## config.mk

```make
export PLATFORM = sky130hd
export DESIGN_NAME = main_control_pipe
export DESIGN_NICKNAME = d
export VERILOG_FILES = /design/src/rtl/main_control_pipe.sv
export SDC_FILE = /design/constraint.sdc
export NUM_CORES = 1
export LEC_CHECK = 0
export ABC_AREA = 1
export BUFFER_PORTS_ARGS = -buffer_cell sky130_fd_sc_hd__buf_2
export CAP_MARGIN = 30
export CORE_UTILIZATION = 42
export CTS_BUF_LIST = sky130_fd_sc_hd__clkbuf_4
export DETAILED_ROUTE_END_ITERATION = 10
export PLACE_DENSITY = 0.76
export SYNTH_ARGS = -nofsm -noshare
export SYNTH_HDL_FRONTEND = slang
export SYNTH_SLANG_ARGS = --single-unit
```

## constraint.sdc

```tcl
create_clock -name clk -period 0.9 [get_ports clk]
set_clock_uncertainty 0.15 [all_clocks]
set_input_delay 0.18 -clock clk [delete_from_list [all_inputs] [get_ports clk]]
set_output_delay 0.18 -clock clk [all_outputs]
set_load 0.01 [all_outputs]
```

## src/rtl/main_control_pipe.sv

```systemverilog
// Main control decoder feeding a registered control-word pipeline, with a
// two-micro-op CALL sequencer and a sticky illegal-opcode flag.
//
//  state | meaning
//  ------+--------------------------------------------------------------
//  DEC   | normal decode of the ID instruction
//  LINK  | CALL uop1 issued; uop2 (link write) pending, ID frozen
module main_control_pipe #(
   parameter int OP_W   = 4,
   parameter int FUNC_W = 3,
   parameter int NSTAGE = 3
) (
   input  logic                  clk,
   input  logic                  reset,
   input  logic                  id_valid,
   input  logic [OP_W-1:0]       op,
   input  logic [FUNC_W-1:0]     func,
   input  logic                  stall,
   input  logic                  flush,
   output logic                  id_hold,
   output logic [NSTAGE*9-1:0]   stage_ctrl,
   output logic [NSTAGE-1:0]     stage_valid,
   output logic                  illegal
);

   localparam logic [31:0] OP_R    = 32'd0;
   localparam logic [31:0] OP_ANDI = 32'd1;
   localparam logic [31:0] OP_ADDI = 32'd2;
   localparam logic [31:0] OP_LW   = 32'd3;
   localparam logic [31:0] OP_SW   = 32'd4;
   localparam logic [31:0] OP_BEQ  = 32'd5;
   localparam logic [31:0] OP_BNE  = 32'd6;
   localparam logic [31:0] OP_FOR  = 32'd7;

   // {Call,For,RegDst,RegWr,ExtOp,ALUSrc,MemRd,MemWr,WBdata}
   localparam logic [8:0] UOP1 = 9'b100000000;
   localparam logic [8:0] UOP2 = 9'b100100000;

   typedef enum logic {DEC, LINK} state_t;

   state_t                state, nxt_state;
   logic [31:0]           op_x, func_x;
   logic [8:0]            dec_word, s0_ctrl;
   logic                  is_call, is_ill, s0_valid, set_ill;
   logic [NSTAGE*9-1:0]   ctrl_q;
   logic [NSTAGE-1:0]     valid_q;

   assign op_x   = 32'(op);
   assign func_x = 32'(func);

   always_comb begin
      dec_word = '0;
      is_call  = 1'b0;
      is_ill   = 1'b0;
      case (op_x)
         OP_R:    dec_word = 9'b001100000;
         OP_ANDI: dec_word = 9'b000101000;
         OP_ADDI: dec_word = 9'b000111000;
         OP_LW:   dec_word = 9'b000111101;
         OP_SW:   dec_word = 9'b000011010;
         OP_BEQ:  dec_word = 9'b000010000;
         OP_BNE:  dec_word = 9'b000010000;
         OP_FOR:  dec_word = 9'b010100000;
         default: begin
            if (func_x == 32'd1)      is_call = 1'b1;
            else if (func_x != 32'd0) is_ill  = 1'b1;
         end
      endcase
   end

   always_comb begin
      nxt_state = state;
      s0_ctrl   = '0;
      s0_valid  = 1'b0;
      set_ill   = 1'b0;
      case (state)
         DEC: begin
            if (id_valid && !stall && !flush) begin
               s0_valid = 1'b1;
               if (is_call) begin
                  s0_ctrl   = UOP1;
                  nxt_state = LINK;
               end else begin
                  s0_ctrl = dec_word;
                  set_ill = is_ill;
               end
            end
         end
         LINK: begin
            // A flush abandons the link write; uop1 is already in flight.
            if (flush) begin
               nxt_state = DEC;
            end else if (!stall) begin
               s0_ctrl   = UOP2;
               s0_valid  = 1'b1;
               nxt_state = DEC;
            end
         end
         default: nxt_state = DEC;
      endcase
   end

   assign id_hold = (state == LINK);

   always_ff @(posedge clk or posedge reset) begin
      if (reset) begin
         state   <= DEC;
         illegal <= 1'b0;
      end else begin
         state   <= nxt_state;
         illegal <= illegal | set_ill;
      end
   end

   generate
      if (NSTAGE > 1) begin : g_multi
         always_ff @(posedge clk or posedge reset) begin
            if (reset) begin
               ctrl_q  <= '0;
               valid_q <= '0;
            end else begin
               ctrl_q  <= {ctrl_q[(NSTAGE-1)*9-1:0], s0_ctrl};
               valid_q <= {valid_q[NSTAGE-2:0], s0_valid};
            end
         end
      end else begin : g_single
         always_ff @(posedge clk or posedge reset) begin
            if (reset) begin
               ctrl_q  <= '0;
               valid_q <= '0;
            end else begin
               ctrl_q  <= s0_ctrl;
               valid_q <= s0_valid;
            end
         end
      end
   endgenerate

   assign stage_ctrl  = ctrl_q;
   assign stage_valid = valid_q;

endmodule

```

==> results.md <==
* Synth cell types at 14
* CTS tree: done
* DRC errors left at 0
* CTS Buffer Depth at 2
* P_sw at 0.000498 W
* Initial antenna violation count at 0
* TritonCTS buffer count at 5
* GR Util All Layers at 0.153
* CP startpoint kind: register
* Bufs and invs on worst path at 1
* First-pass GRT wire length at 2640 um
* Hold depth at 3
* Syn avg cell area at 12.2 um2
* Critical R2R Capture: stage_ctrl[2]
* Syn Inst Count at 79
* Fin crit period at 1.19 ns
* Pwr Total at 0.00221 W
* Slowest stage cell, crit path: dfrtp_2
* Slew @ Worst Pin at 0.234 ns
* Flop pwr share at 0.603
* Area contributors post-synth: dfrtp_1 75%, nand2_1 5.8%, inv_1 3.1%
* Hold slack at -0.0182 ns
* Final worst slack at -0.291 ns
* DR pass1 iterations at 4
* Post-synthesis cell type with the largest combined area: dfrtp_1
* Crit-path cells: buf_6
* Clk root buf: clkbuf_4
* Syn_nets at 91
* Area of the mapped netlist at 967 um2
* Arrival @ worst endpoint at 0.86 ns
* Post-synthesis sequential area ratio at 0.750
* Fmax at 0.840 GHz
* Clock power frac at 0.314
* RD Place Congestion at 0.706
* Antenna Nets Post-Route at 0
* Hold_sp: id_valid
* RSZ-0062 raised after global routing: true
* Warnings from Yosys at 0
* Core area at 2190 um2
* Critical path peak fanout at 2
* Pins over their slew limit at 0
* Iter 0 DRT Violations at 7
* CTS Hold Bufs at 1
* H-tree depth at 2
* R2R depth at 6
* Wirelength per Cell at 10.1 um
* Leakage at 0.812 nW
* Clock transition at path regs at 0.08 ns
* Dpl hpwl at 1120 um
* Reg2reg setup slack at -0.28 ns
* Setup TNS at -10.34 ns
* Clock sink count at 29
* Internal power at 0.00171 W
* Initial Util at 0.441
* Final Non-Filler Cells at 162
* Peak supply drop at 0.888 mV
* Routed WL at 1640 um
* Placed insts at 148
* Max-cap violations at 0
* Vias in the first global route at 653
* Post-synth top area share at 0.750
* Die area at 2500 um2
* Hold EP: stage_valid[0]
* N_diodes at 0
* Relative max-transition margin at 0.844
* Via count at 699
* Final period util at 1.32
* Violated checks: negative hold slack, negative setup slack
* Die W at 50.0 um
* Switching portion of total power at 0.226
* Filler cells at 184
* Largest net degree at the start of global routing at 30
* Post-DR vias/cell at 4.31
* Std-Cell Rows at 17
* Crit-path max cell delay at 0.43 ns
* Total Nets Final at 146
* Yosys reg bits at 29
* Synth-to-Final Area Change at 42.0%
* CP required at 0.57 ns
* Layout cells sized above 1 at 0.575
* Endpoints failing setup at 43
* Crit Path Class: reg -> out
* Setup crit end kind: output pin
* # IOs at 44
* Worst skew pair latency at 0.31 ns
* PortBufs at 43
* Setup slack at placement at -0.109 ns
* Final Hold Fails at 3
* CP top delay family: flip-flops
* FF-to-FF Start: id_hold
* Logic gate share of total power at 0.083
* Hold Crit Class: in -> reg
* Outcome: finished with violations
* Power Density at 1610 nW/um2
* Die Ht at 50.0 um
* Total grt overflow at 0
-- metal layers --
| metal | routed length [um] | up-vias | track usage |
|---|---|---|---|
| met5 | 0 | - | 0 |
| met4 | 42 | 0 | 0.143 |
| met3 | 116 | 4 | 0.0556 |
| met2 | 807 | 32 | 0.231 |
| met1 | 668 | 315 | 0.164 |
| li1 | - | 348 | - |
-- worst max path at each step --
stage	from	end	slack [ns]	cells past startpoint
finish	id_hold	id_hold	-0.29	1
global route	stage_ctrl[11]	stage_ctrl[9]	-0.33	1
CTS	stage_ctrl[2]	stage_ctrl[2]	-0.30	1
detailed placement	id_hold	stage_ctrl[6]	-0.11	5
global placement	id_hold	stage_ctrl[5]	-0.09	5
floorplan	id_hold	stage_ctrl[2]	-0.08	5
-- final cells by class --
| class | count | area, um2 | area share |
|---|---|---|---|
| clock buffers | 6 | 45.0 | 0.0328 |
| clock inverters | 1 | 3.75 | 0.00273 |
| inverters | 10 | 41.3 | 0.0301 |
| multi-input cells | 37 | 218 | 0.158 |
| flip-flops and latches | 29 | 727 | 0.529 |
| well taps | 28 | 35.0 | 0.0255 |
| repair buffers | 51 | 304 | 0.221 |
-- cells in the mapped netlist (all sizes together) --
library cell,n
nor2,10
o21bai,1
buf,3
inv,10
dfrtp,29
nand2,17
nor3,1
nand3,4
a21oi,2
o21ai,2
-- worst reg2reg max path, stage by stage (launching register included) --
cell and delay (ns):
dfrtp_2 0.43, buf_6 0.14, inv_2 0.05, nand2_2 0.05
nor2_4 0.14, nand2_2 0.08, nor2_1 0.09
-- logic make-up (layout without fill, tap and decap cells) --
family,Yosys count,count (layout),share of synthesized area
and+or+nand+nor,32,32,0.159
buffers and inverters,13,68,0.0621
DFF,29,29,0.750
AOI/OAI and AO/OA,5,5,0.0285
-- metrics by stage --
step	utilization	cell area [um2]
floorplan	-	972
global placement	0.557	1220
detailed placement	0.557	1220
CTS	0.605	1330
global route	0.627	1370
finish	0.627	1370
-- power by group through the flow --
stage               clock [W]  combinational, W  sequential (W)
global placement            0          0.000159         0.00136
CTS                  0.000731          0.000176         0.00133
detailed placement          0          0.000163         0.00136
floorplan                   0         0.0000694         0.00137
finish               0.000693          0.000183         0.00133
global route         0.000779          0.000205         0.00133
-- cells in the final DEF (no fill, tap or decap), drive strengths merged --
cell type     n
buf          50
dfrtp        29
nand2        17
nor2         10
inv           9
clkbuf        6
nand3         4
a21oi         2
o21ai         2
o21bai        1
nor3          1
clkinvlp      1
clkinv        1
dlygate4sd3   1
-- what timing repair did --
item	in CTS	in global routing
pin swaps	0	3
resized for setup	7	7
setup endpoints to repair	43	43
setup buffers	3	3
endpoints found under the hold margin	36	4
-- state kept, by name, summed over array words and instances, names as in the netlist --
signal	cells
stage_ctrl	24
stage_valid	3
id_hold	1
illegal	1
Power figures use the tool's default switching activity.
